$ cat src/rtl/eth_bridge_pkg.sv
// Shared types and defaults for the two-port Ethernet forwarding scheduler.
package eth_bridge_pkg;

   typedef enum logic [1:0] {
      FWD_IDLE  = 2'd0,
      FWD_XFER  = 2'd1,
      FWD_DRAIN = 2'd2,
      FWD_IFG   = 2'd3
   } fwd_state_t;

   localparam int PORT_A = 0;
   localparam int PORT_B = 1;

   localparam int DEF_MAX_LEN    = 1518;
   localparam int DEF_IFG_CYCLES = 12;

   // Round-robin pick between two requesters; on a tie the port that did not
   // win last time is chosen.
   function automatic logic [1:0] rr_pick(input logic [1:0] req, input logic last_b);
      logic [1:0] pick;
      pick = req;
      if (req == 2'b11) begin
         pick = last_b ? 2'b01 : 2'b10;
      end
      return pick;
   endfunction

endpackage

$ cat src/rtl/rr_arbiter2.sv
// Two-requester round-robin arbiter with a registered one-hot grant.
module rr_arbiter2 (
   input  logic       clk,
   input  logic       reset,
   input  logic [1:0] req,
   input  logic       arb_en,
   input  logic       clr,
   output logic [1:0] grant
);
   import eth_bridge_pkg::*;

   logic       last_b;
   logic [1:0] pick;

   assign pick = rr_pick(req, last_b);

   // Register the winner and remember it so the other port wins the next tie
   always_ff @(posedge clk or posedge reset) begin
      if (reset) begin
         grant  <= 2'b00;
         last_b <= 1'b1;
      end else if (clr) begin
         grant  <= 2'b00;
      end else if (arb_en && (req != 2'b00)) begin
         grant  <= pick;
         last_b <= pick[PORT_B];
      end
   end

endmodule

$ cat src/rtl/eth_fwd_scheduler.sv
// Frame-level round-robin scheduler sharing one TX MAC byte stream between
// two FWFT frame FIFOs, with truncation at MAX_LEN and an inter-frame gap.
module eth_fwd_scheduler
   import eth_bridge_pkg::*;
#(
   parameter int MAX_LEN    = DEF_MAX_LEN,
   parameter int IFG_CYCLES = DEF_IFG_CYCLES,
   parameter int CNT_W      = 16
) (
   input  logic             clk,
   input  logic             reset,
   input  logic             cfg_en,
   input  logic             a_frame_avail,
   input  logic             a_empty,
   input  logic [7:0]       a_data,
   input  logic             a_last,
   output logic             a_rd_en,
   input  logic             b_frame_avail,
   input  logic             b_empty,
   input  logic [7:0]       b_data,
   input  logic             b_last,
   output logic             b_rd_en,
   input  logic             tx_mac_ready,
   output logic [7:0]       tx_mac_data,
   output logic             tx_mac_valid,
   output logic             tx_mac_last,
   output logic [1:0]       grant,
   output logic             busy,
   output logic             trunc_pulse,
   output logic [CNT_W-1:0] a_frames,
   output logic [CNT_W-1:0] b_frames
);

   localparam int LEN_W    = (($clog2(MAX_LEN) + 1) > 11) ? ($clog2(MAX_LEN) + 1) : 11;
   localparam int IFG_W    = (IFG_CYCLES > 1) ? $clog2(IFG_CYCLES) : 1;
   localparam int IFG_LAST = (IFG_CYCLES > 0) ? (IFG_CYCLES - 1) : 0;
   localparam logic [LEN_W-1:0] LEN_LAST = LEN_W'(MAX_LEN - 1);
   localparam logic [IFG_W-1:0] IFG_END  = IFG_W'(IFG_LAST);
   // With no gap configured, a finished frame returns straight to IDLE
   localparam fwd_state_t END_STATE = (IFG_CYCLES == 0) ? FWD_IDLE : FWD_IFG;

   fwd_state_t       state;
   fwd_state_t       next_state;
   logic [1:0]       req;
   logic             arb_en;
   logic             grant_clr;
   logic             sel_b;
   logic             sel_empty;
   logic             sel_last;
   logic [7:0]       sel_data;
   logic             sel_rd;
   logic             xfer_accept;
   logic             frame_done;
   logic             trunc_hit;
   logic             at_max;
   logic [LEN_W-1:0] len_cnt;
   logic [IFG_W-1:0] ifg_cnt;

   assign req[PORT_A] = a_frame_avail;
   assign req[PORT_B] = b_frame_avail;

   rr_arbiter2 u_arb (
      .clk    (clk),
      .reset  (reset),
      .req    (req),
      .arb_en (arb_en),
      .clr    (grant_clr),
      .grant  (grant)
   );

   // The granted port owns the datapath; the other port sees no reads
   assign sel_b     = grant[PORT_B];
   assign sel_empty = sel_b ? b_empty : a_empty;
   assign sel_last  = sel_b ? b_last  : a_last;
   assign sel_data  = sel_b ? b_data  : a_data;
   assign at_max    = (len_cnt == LEN_LAST);

   assign a_rd_en     = sel_rd && grant[PORT_A];
   assign b_rd_en     = sel_rd && grant[PORT_B];
   assign tx_mac_data = tx_mac_valid ? sel_data : 8'h00;
   assign tx_mac_last = tx_mac_valid && (sel_last || at_max);
   assign busy        = (state != FWD_IDLE);

   // Next-state and per-cycle control decode
   always_comb begin
      next_state   = state;
      arb_en       = 1'b0;
      tx_mac_valid = 1'b0;
      sel_rd       = 1'b0;
      xfer_accept  = 1'b0;
      frame_done   = 1'b0;
      trunc_hit    = 1'b0;
      unique case (state)
         FWD_IDLE: begin
            if (cfg_en && (req != 2'b00)) begin
               arb_en     = 1'b1;
               next_state = FWD_XFER;
            end
         end
         FWD_XFER: begin
            tx_mac_valid = !sel_empty;
            sel_rd       = !sel_empty && tx_mac_ready;
            xfer_accept  = sel_rd;
            if (sel_rd) begin
               if (sel_last) begin
                  frame_done = 1'b1;
                  next_state = END_STATE;
               end else if (at_max) begin
                  frame_done = 1'b1;
                  trunc_hit  = 1'b1;
                  next_state = FWD_DRAIN;
               end
            end
         end
         FWD_DRAIN: begin
            // Discard the tail of an over-length frame up to its last byte
            sel_rd = !sel_empty;
            if (!sel_empty && sel_last) begin
               next_state = END_STATE;
            end
         end
         FWD_IFG: begin
            if (ifg_cnt == IFG_END) begin
               next_state = FWD_IDLE;
            end
         end
         default: next_state = FWD_IDLE;
      endcase
      grant_clr = (state != FWD_IDLE) && (next_state == FWD_IDLE);
   end

   // State register
   always_ff @(posedge clk or posedge reset) begin
      if (reset) begin
         state <= FWD_IDLE;
      end else begin
         state <= next_state;
      end
   end

   // Bytes accepted by the MAC in the current frame, restarted at each grant
   always_ff @(posedge clk or posedge reset) begin
      if (reset) begin
         len_cnt <= '0;
      end else if (arb_en) begin
         len_cnt <= '0;
      end else if (xfer_accept) begin
         len_cnt <= len_cnt + 1'b1;
      end
   end

   // Idle-gap timer, held at zero outside the gap
   always_ff @(posedge clk or posedge reset) begin
      if (reset) begin
         ifg_cnt <= '0;
      end else if (state != FWD_IFG) begin
         ifg_cnt <= '0;
      end else begin
         ifg_cnt <= ifg_cnt + 1'b1;
      end
   end

   // One-cycle flag following the byte at which a frame was cut
   always_ff @(posedge clk or posedge reset) begin
      if (reset) begin
         trunc_pulse <= 1'b0;
      end else begin
         trunc_pulse <= trunc_hit;
      end
   end

   // Per-port forwarded-frame counters; truncated frames count as forwarded
   always_ff @(posedge clk or posedge reset) begin
      if (reset) begin
         a_frames <= '0;
         b_frames <= '0;
      end else if (frame_done) begin
         if (grant[PORT_B]) begin
            b_frames <= b_frames + 1'b1;
         end else begin
            a_frames <= a_frames + 1'b1;
         end
      end
   end

endmodule

$ cat config.mk
export PLATFORM = sky130hd
export DESIGN_NAME = eth_fwd_scheduler
export DESIGN_NICKNAME = d
export VERILOG_FILES = /design/src/rtl/eth_bridge_pkg.sv /design/src/rtl/rr_arbiter2.sv /design/src/rtl/eth_fwd_scheduler.sv
export SDC_FILE = /design/constraint.sdc
export NUM_CORES = 1
export LEC_CHECK = 0
export BUFFER_PORTS_ARGS = -buffer_cell sky130_fd_sc_hd__buf_2
export CELL_PAD_IN_SITES_DETAIL_PLACEMENT = 0
export CELL_PAD_IN_SITES_GLOBAL_PLACEMENT = 1
export CORE_MARGIN = 2
export CORE_UTILIZATION = 35
export CTS_CLUSTER_DIAMETER = 100
export DETAILED_ROUTE_END_ITERATION = 8
export PLACE_DENSITY = 0.77
export SLEW_MARGIN = 40
export SYNTH_ARGS = -nofsm -noshare
export SYNTH_HDL_FRONTEND = slang
export SYNTH_SLANG_ARGS = --single-unit
$ cat constraint.sdc
create_clock -name clk -period 5.75 [get_ports clk]
set_clock_uncertainty 0.15 [all_clocks]
set_input_delay 0.2875 -clock clk [delete_from_list [all_inputs] [get_ports clk]]
set_output_delay 0.2875 -clock clk [all_outputs]
set_load 0.02 [all_outputs]
==> run summary, run 1 <==
Status: finished, final reports clean
CTS max path bufs: 2
Reg-to-Reg Start: u_arb.grant[1]
Clk sink count: 54
Largest family of logic cells by synthesized area: simple AND/OR/NAND/NOR gates
CTS tree: yes
Share of async-settable or async-resettable flops after synthesis: 1.000
Yosys reg bits: 54
Post-synth EDFFs: 0
WP data required: 5.84 ns
# Post-CTS Setup Buffers: 0
Drt drc: 0
Iteration-0 DRC Markers: 109
Post-cts gate resize count: 0
Switching Share: 0.3622
Initial Utilization: 0.3573
Site row count: 33
Critical Path AT: 2.99 ns
Clock power share: 0.257
CTS Root Cell: clkbuf_8
Crit path kind: flop to flop
Cts hold-fix bufs: 0
Critical Path Fanout Max: 21
Share of layout cells above drive strength 1: 0.2571
PwrDens: 340.4 nW/um^2
Final Critical Period: 2.908 ns
Fin crit share: 0.5057
CP startpoint: u_arb.grant[1]
Pre-Repair DR Iteration Count: 4
Routed via count: 2282
Worst Hold Class: primary input to asynchronous set/reset pin
Synthesized cell area: 2892 um^2
Clock slew seen by the registers of the worst setup and hold paths: 0.09 ns
Xor/xnor share of the synthesized area: 0.1181
RSZ-0062 raised after global routing: false
Leakage: 1.816 nW
Sequential area share after synthesis: 0.4678
Internal Power: 0.7617 mW
WL/cell: 13.33 um
DP Wirelength: 4.559 mm
Synthesized Nets: 316
Mux cell area share after synthesis: 0.04197
Most frequent cells in the layout: buf_2 (73), dfrtp_1 (53), xnor2_1 (24), nor2_1 (23), nand2_1 (17)
Commonest non-fill, non-tap cell in the layout: buf_2
Post-synth top area share: 0.4587
Syn Area/Cell: 10.33 um^2
Ys flop type: dfrtp_1
N_diodes: 0
Tot Pwr: 1.194 mW
Synth Warn #: 0
DRT Wirelength: 6.120 mm
Buffers on Ports: 73
GPL Wtd Cong: 0.8557
Global-route wire length before repair: 10.24 mm
M2 GR Usage: 0.2222
Gate power share: 0.336
IO Count: 74
Met3 Resource Use GR: 0.03272
Full die area: 9004 um^2
Fin. max-slew vios: 0
Biggest area consumer among synthesized cells: dfrtp_1
Die Ht: 94.89 um
Cell variety after synth: 43
GR Util met1: 0.1965
Vias in the first global route: 2194
Clock Latency Late Sink: 0.30 ns
Final hold violation count: 0
Adder-cell area share of the yosys netlist: 0.04327
Most Crowded Layer GR: met2
Final #Nets: 389
Maximum clock rate: 343.9 MHz
Pin count of the biggest net entering global routing: 55
Slowest-stage cell, CP: dfrtp_1
Filler instances: 826
GRT overflow: 0
Worst setup EP type: flop
Core area: 8093 um^2
Die width: 94.89 um
Post-DRT Antenna Nets: 0
Cells after Synth: 280
Slew @ Worst Pin: 0.7653 ns
Compound-Gate Fraction of Synth Area: 0.05669
Slowest stage delay, CP: 0.85 ns
Top cells by area, synth: dfrtp_1 (46%), xnor2_1 (7.3%), xor2_1 (4.5%), ha_1 (4.3%), mux2i_1 (3.8%)
VDD IR max: 0.2055 mV
DR vias/cell: 4.972
Setup_tns: 0 ns
CTS buffer count: 5
Sequential share of power: 0.407
Max-cap violations: 0
GRT Resource Usage Total: 0.1436
CP startpoint kind: flop
Initial antenna violation count: 0
Simple-gate share of the synthesized area: 0.2419
Reg2Reg Depth: 5
H-Tree Depth: 2
Area Growth Syn to Fin: 21.33%
Max_slew headroom: 0.4898
Setup-failing EPs final: 0
Crit-path cells: mux2i_1 > nand3_1 > nor3b_2 > and4_1 > xor2_1
Switch Pwr: 0.4326 mW
[cell type report]
| class | count | area (um^2) | area share |
|---|---|---|---|
| Clock buffer | 6 | 82.58 | 0.02354 |
| Clock inverter | 2 | 60.06 | 0.01712 |
| Inverter | 10 | 37.54 | 0.01070 |
| Multi-Input combinational cell | 206 | 1456 | 0.4151 |
| Sequential cell | 54 | 1353 | 0.3855 |
| Tap cell | 105 | 131.4 | 0.03745 |
| Timing Repair Buffer | 76 | 387.9 | 0.1106 |
[power groups by stage]
stage	combinational, mW	clock, mW	sequential, mW
2_1_floorplan	0.290	0	0.488
3_3_place_gp	0.401	0	0.491
3_5_place_dp	0.403	0	0.494
4_1_cts	0.404	0.317	0.488
5_1_grt	0.452	0.331	0.496
6_report	0.401	0.307	0.486
[per-layer routing]
layer	wire length, um	up-vias
li1	-	1132
met1	2861	1068
met2	2749	73
met3	409	9
met4	100	0
met5	0	-
[Yosys cell counts, types with 5 or more instances]
| cell | instances |
|---|---|
| nand3_1 | 15 |
| nand2_1 | 17 |
| inv_1 | 10 |
| ha_1 | 10 |
| dfrtp_1 | 53 |
| nor2_1 | 23 |
| and2_1 | 10 |
| nor3_1 | 5 |
| and3_1 | 12 |
| xor2_1 | 15 |
| nand4_1 | 15 |
| o211ai_1 | 5 |
| mux2i_1 | 11 |
| xnor2_1 | 24 |
[cells by family after synthesis]
group,count (synthesis)
fa+ha+maj,10
compound gates,23
buf+inv,20
simple gates,122
flops,54
mux,12
xor+xnor,39
[state kept, by name, summed over array words and instances (netlist names)]
signal,flops
a_frames,16
b_frames,16
ifg_cnt,4
len_cnt,12
state,2
trunc_pulse,1
u_arb.grant,2
u_arb.last_b,1
[path summary, 6_finish.rpt]
| path | end | slack (ns) |
|---|---|---|
| min | a_frames[4] | 0.002 |
| max in group asynchronous | a_frames[5] | 4.99 |
| min in group clk | u_arb.last_b | 0.13 |
| max | b_frames[5] | 2.84 |
| max reg2reg | b_frames[5] | 2.84 |
| min reg2reg | ifg_cnt[0] | 0.31 |
[critical path: cells and delay by family, from the launching register on]
kind | cells | cell delay [ns]
mux | 1 | 0.39
simple gates | 3 | 1.31
xor+xnor | 1 | 0.14
flops | 1 | 0.85
[per-stage QoR]
step	cells	utilization	setup slack (ns)	hold WS, ns	cell area, um^2
2_1_floorplan	280	-	3.603	0.2816	2892
3_3_place_gp	451	0.4153	2.515	0.2982	3361
3_5_place_dp	451	0.4159	2.830	0.3034	3366
4_1_cts	459	0.4335	2.816	0.02882	3508
5_1_grt	459	0.4335	2.589	0.06238	3508
6_report	459	0.4335	2.842	0.002039	3508
No activity file was read; power rests on OpenSTA's default activity.
==> run 2, diff against run 1 <==
- clock period: 5.75 -> 2.8 ns (I/O delays scaled with it)
==> run 2 against run 1 <==
Effect of this change: worst setup slack lost 2.5 ns; first-iteration DRC count fell by 30%; global-route usage is 0.16 points higher; cell area is 0.32% higher; die area did not move; final cell count rose by 1.3%; worst hold slack gained 0.033 ns; critical path type unchanged; highest routed layer unchanged; combinational power increased by 120%.
==> run summary, run 2 (synthesis gave the netlist of run 1 again) <==
Status: finished, final reports clean
Most frequent cells in the layout: buf_2 (73), dfrtp_1 (53), xnor2_1 (24), nor2_1 (23), nand2_1 (17)
Die Ht: 94.89 um (unchanged)
Initial antenna violation count: 0 (unchanged)
GPL Wtd Cong: 0.7970 (-6.9%)
# Post-CTS Setup Buffers: 0 (unchanged)
Core area: 8093 um^2 (unchanged)
CTS Root Cell: clkbuf_8
Global-route wire length before repair: 10.43 mm (+1.9%)
GRT Resource Usage Total: 0.1452 (+0.001614)
Slowest-stage cell, CP: or3_1
CTS buffer count: 5 (unchanged)
Post-DRT Antenna Nets: 0 (unchanged)
IO Count: 74 (unchanged)
H-Tree Depth: 2 (unchanged)
Setup-failing EPs final: 0 (unchanged)
Clk sink count: 54 (unchanged)
Pre-Repair DR Iteration Count: 4 (unchanged)
Clock Latency Late Sink: 0.30 ns (about the same)
N_diodes: 0 (unchanged)
Maximum clock rate: 414.7 MHz (+21%)
Tot Pwr: 2.349 mW (+97%)
Clock slew seen by the registers of the worst setup and hold paths: 0.09 ns (about the same)
Fin. max-slew vios: 0 (unchanged)
Area Growth Syn to Fin: 21.72%
Site row count: 33 (unchanged)
Routed via count: 2285 (+0.13%)
CP startpoint kind: flop
GRT overflow: 0 (unchanged)
Fin crit share: 0.8612 (+0.3555)
PwrDens: 667.3 nW/um^2 (+96%)
Buffers on Ports: 73 (unchanged)
Final Critical Period: 2.411 ns (-0.4965 ns)
CTS max path bufs: 2 (unchanged)
CTS tree: yes
Full die area: 9004 um^2 (unchanged)
Leakage: 1.830 nW (+0.80%)
Drt drc: 0 (unchanged)
Post-DP Area: 3391 um^2 (+0.74%)
Largest regs: a_frames (16), b_frames (16), len_cnt (12)
RSZ-0062 raised after global routing: false
Initial Utilization: 0.3573 (unchanged)
Die width: 94.89 um (unchanged)
WP data required: 2.88 ns (-2.96 ns)
DR vias/cell: 4.914 (-1.2%)
DP Wirelength: 4.635 mm (+1.7%)
DRT Wirelength: 6.087 mm (-0.54%)
Clock power share: 0.215 (-0.042)
Worst setup EP type: flop
Commonest non-fill, non-tap cell in the layout: buf_2
Final Instance Count excl. Fillers: 465 (+1.3%)
Critical Path Fanout Max: 11 (-48%)
Sequential share of power: 0.413 (+0.006)
Pin count of the biggest net entering global routing: 29 (-47%)
Critical Path AT: 2.49 ns (-0.50 ns)
Post-route cell area: 3520 um^2 (+0.32%)
Switch Pwr: 0.8881 mW (+110%)
Slew @ Worst Pin: 0.5791 ns (-0.1862 ns)
Setup_tns: 0 ns (unchanged)
Final Worst Setup Slack: 0.3887 ns (-2.453 ns)
WL/cell: 13.09 um (-1.8%)
Iteration-0 DRC Markers: 76 (-30%)
Internal Power: 1.460 mW (+92%)
VDD IR max: 0.3835 mV (+87%)
Final hold violation count: 0 (unchanged)
Worst Hold Class: primary input to flop
Vias in the first global route: 2249 (+2.5%)
Layout Utilization: 0.4349 (+0.001391)
Final #Nets: 395 (+1.5%)
Place WS: 0.4470 ns (-2.383 ns)
Switching Share: 0.3782 (+0.01592)
Crit path kind: flop to flop
Share of layout cells above drive strength 1: 0.2611 (+0.004049)
Hold_ws: 0.03455 ns (+0.03251 ns)
Gate power share: 0.372 (+0.036)
Max_slew headroom: 0.6134 (+0.1236)
Max-cap violations: 0 (unchanged)
Placed instance count: 455 (+0.89%)
Slowest stage delay, CP: 0.57 ns (-0.28 ns)
Crit-path cells: mux2i_1 > nand3_1 > or3_1 > nor3_4 > xor2_1
[run 2: timing repair]
item / 4_1_cts / 5_1_grt
endpoints found under the hold margin: 27 / 0
hold buffers: 2 / 0
gates resized for setup: 0 / 0
[run 2: per-layer routing]
| layer | wire (um) | share of wire | global-route usage | vias to the layer above |
|---|---|---|---|---|
| met4 | 63 | 0.010 | 0.03623 | 0 |
| met2 | 2773 | 0.46 | 0.2358 | 74 |
| met1 | 2870 | 0.47 | 0.1997 | 1063 |
| met3 | 380 | 0.062 | 0.02793 | 7 |
| met5 | 0 | 0 | 0 | - |
| li1 | - | - | - | 1141 |
[run 2: critical path, delay by kind of cell (launching register included)]
kind | cells | cell delay [ns]
xor+xnor | 1 | 0.15
flops | 1 | 0.55
mux | 1 | 0.35
simple gates | 3 | 1.13
[run 2: final cells by class]
class	count	area (um^2)
Fill cell	815	4573
Multi-Input combinational cell	206	1451
Sequential cell	54	1353
Timing Repair Buffer	82	437.9
Tap cell	105	131.4
Clock buffer	5	68.82
Clock inverter	3	40.04
Inverter	10	37.54
[run 2: path summary, 6_finish.rpt]
kind,from,to,slack (ns),depth (start not counted)
max,u_arb.grant[1],a_frames[8],0.39,5
min reg2reg,ifg_cnt[0],ifg_cnt[0],0.31,1
min,tx_mac_ready,trunc_pulse,0.03,3
max reg2reg,u_arb.grant[1],a_frames[8],0.39,5
min in group asynchronous,reset,a_frames[3],0.28,3
max in group asynchronous,reset,u_arb.last_b,1.52,4
[run 2: power by group through the flow]
stage | Clock [mW] | Sequential [mW] | Combinational, mW
after CTS | 0.534 | 0.971 | 0.880
final | 0.505 | 0.970 | 0.873
after floorplan | 0 | 1.00 | 0.596
after detailed placement | 0 | 0.986 | 0.873
after global routing | 0.568 | 0.988 | 0.974
after global placement | 0 | 0.982 | 0.872
==> run 3, diff against run 2 <==
- clock period: 2.8 -> 2.5 ns (I/O delays scaled with it)
==> run 3 against run 2 <==
Effect of this change: the flow now finishes with violations (hold timing); via count grew 2.6%; first-iteration DRC count fell by 5.3%; utilization stayed put; critical path depth is the same; non-clock buffer count grew 2; worst hold slack worse by 0.040 ns; register-to-register slack lost 0.18 ns; clock power increased by 1%; die area did not move.
==> run summary, run 3 (synthesis gave the netlist of run 1 again) <==
Status: finished, violations left
Failing checks: hold timing
Pre-Repair DR Iteration Count: 4 (unchanged)
CTS buffer count: 5 (unchanged)
Slew @ Worst Pin: 0.7091 ns (+0.1300 ns)
CTS tree: yes
Final hold violation count: 1 (+1)
H-Tree Depth: 2 (unchanged)
Final Instance Count excl. Fillers: 467 (+0.43%)
Sequential share of power: 0.415 (+0.002)
Core area: 8093 um^2 (unchanged)
Clk sink count: 54 (unchanged)
N_diodes: 0 (unchanged)
CP startpoint kind: flop
Leakage: 1.826 nW (-0.22%)
Max-cap violations: 0 (unchanged)
Area Growth Syn to Fin: 21.72% (unchanged)
IO Count: 74 (unchanged)
Global-route wire length before repair: 10.59 mm (+1.5%)
Commonest non-fill, non-tap cell in the layout: buf_2
Maximum clock rate: 436.2 MHz (+5.2%)
Clock slew seen by the registers of the worst setup and hold paths: 0.11 ns (+0.02 ns)
Post-route cell area: 3520 um^2 (unchanged)
# Post-CTS Setup Buffers: 0 (unchanged)
Max_slew headroom: 0.5266 (-0.08681)
Multi-input logic area: 1451 um^2 (unchanged)
Clock power share: 0.197 (-0.018)
Die Ht: 94.89 um (unchanged)
Fin. max-slew vios: 0 (unchanged)
Tot Pwr: 2.601 mW (+11%)
GPL Wtd Cong: 0.7836 (-1.7%)
Clock Latency Late Sink: 0.31 ns (about the same)
Crit path kind: flop to flop
Post-cts gate resize count: 0 (unchanged)
GRT overflow: 0 (unchanged)
Place WS: 0.2396 ns (-0.2074 ns)
Die width: 94.89 um (unchanged)
Worst setup EP type: flop
CTS Root Cell: clkbuf_8
Vias in the first global route: 2317 (+3.0%)
Gate power share: 0.388 (+0.016)
Placed instance count: 457 (+0.44%)
Critical Path AT: 2.39 ns (-0.10 ns)
Final #Nets: 397 (+0.51%)
Pin count of the biggest net entering global routing: 34 (+17%)
RSZ-0062 raised after global routing: false
DRT Wirelength: 6.285 mm (+3.3%)
Final Critical Period: 2.293 ns (-0.1185 ns)
Post-DP Area: 3406 um^2 (+0.44%)
Routed via count: 2345 (+2.6%)
Site row count: 33 (unchanged)
Post-DRT Antenna Nets: 0 (unchanged)
Final Worst Setup Slack: 0.2072 ns (-0.1815 ns)
Filler instances: 824 (+1.1%)
Full die area: 9004 um^2 (unchanged)
Worst Hold Class: primary input to flop
Initial Utilization: 0.3573 (unchanged)
Initial antenna violation count: 0 (unchanged)
Largest regs: a_frames (16), b_frames (16), len_cnt (12)
Buffers on Ports: 73 (unchanged)
PwrDens: 738.9 nW/um^2 (+11%)
Setup-failing EPs final: 0 (unchanged)
Reg area: 1353 um^2 (unchanged)
Switch Pwr: 1.046 mW (+18%)
DR vias/cell: 5.021 (+2.2%)
Setup_tns: 0 ns (unchanged)
WP data required: 2.60 ns (-0.28 ns)
VDD IR max: 0.3827 mV (-0.22%)
GRT Resource Usage Total: 0.1472 (+0.002004)
Critical Path Fanout Max: 9 (-2)
Cts hold-fix bufs: 2 (unchanged)
WL/cell: 13.46 um (+2.8%)
Share of layout cells above drive strength 1: 0.2652 (+0.004082)
Most frequent cells in the layout: buf_2 (73), dfrtp_1 (53), xnor2_1 (24), nor2_1 (23), nand2_1 (17)
Fin crit share: 0.9171 (+0.05594)
Iteration-0 DRC Markers: 72 (-5.3%)
CTS max path bufs: 2 (unchanged)
Layout Utilization: 0.4349 (unchanged)
Hold_ws: -0.005380 ns (-0.03993 ns)
Drt drc: 0 (unchanged)
DP Wirelength: 4.857 mm (+4.8%)
Internal Power: 1.555 mW (+6.5%)
Switching Share: 0.4021 (+0.02398)
run 3: final timing paths:
kind | depth (start not counted) | to | slack (ns) | start
setup reg to reg | 5 | a_frames[8] | 0.21 | u_arb.grant[1]
min in group asynchronous | 3 | a_frames[8] | 0.31 | reset
setup / recovery | 5 | a_frames[8] | 0.21 | u_arb.grant[1]
hold reg to reg | 1 | ifg_cnt[0] | 0.32 | ifg_cnt[0]
hold / removal | 3 | trunc_pulse | -0.005 | tx_mac_ready
max in group asynchronous | 4 | b_frames[12] | 1.23 | reset
run 3: worst max-delay path, stage by stage, from the launching register on:
cell and delay, ns:
dfrtp_1 0.53, mux2i_1 0.36, nand3_1 0.27, or3_1 0.54, nor3_4 0.22, xor2_1 0.15
run 3: layout make-up:
class,instances,area share
clock inverter,3,0.007110
inverter,10,0.01066
timing repair buffer,84,0.1287
tap,105,0.03733
sequential,54,0.3843
clock buffer,5,0.01955
multi-input combinational,206,0.4124
run 3: power by group through the flow:
stage	clock, mW	combinational [mW]	sequential, mW
finish	0.512	1.01	1.08
global route	0.554	1.12	1.10
CTS	0.525	1.01	1.08
detailed placement	0	1.01	1.10
global placement	0	0.997	1.10
floorplan	0	0.667	1.12
run 3: routing by layer:
layer / GRT usage / up-vias / wire length [um]
li1: - / 1148 / -
met1: 0.1963 / 1115 / 2943
met2: 0.2476 / 73 / 2936
met3: 0.02953 / 9 / 334
met4: 0.03261 / 0 / 72
met5: 0 / - / 0
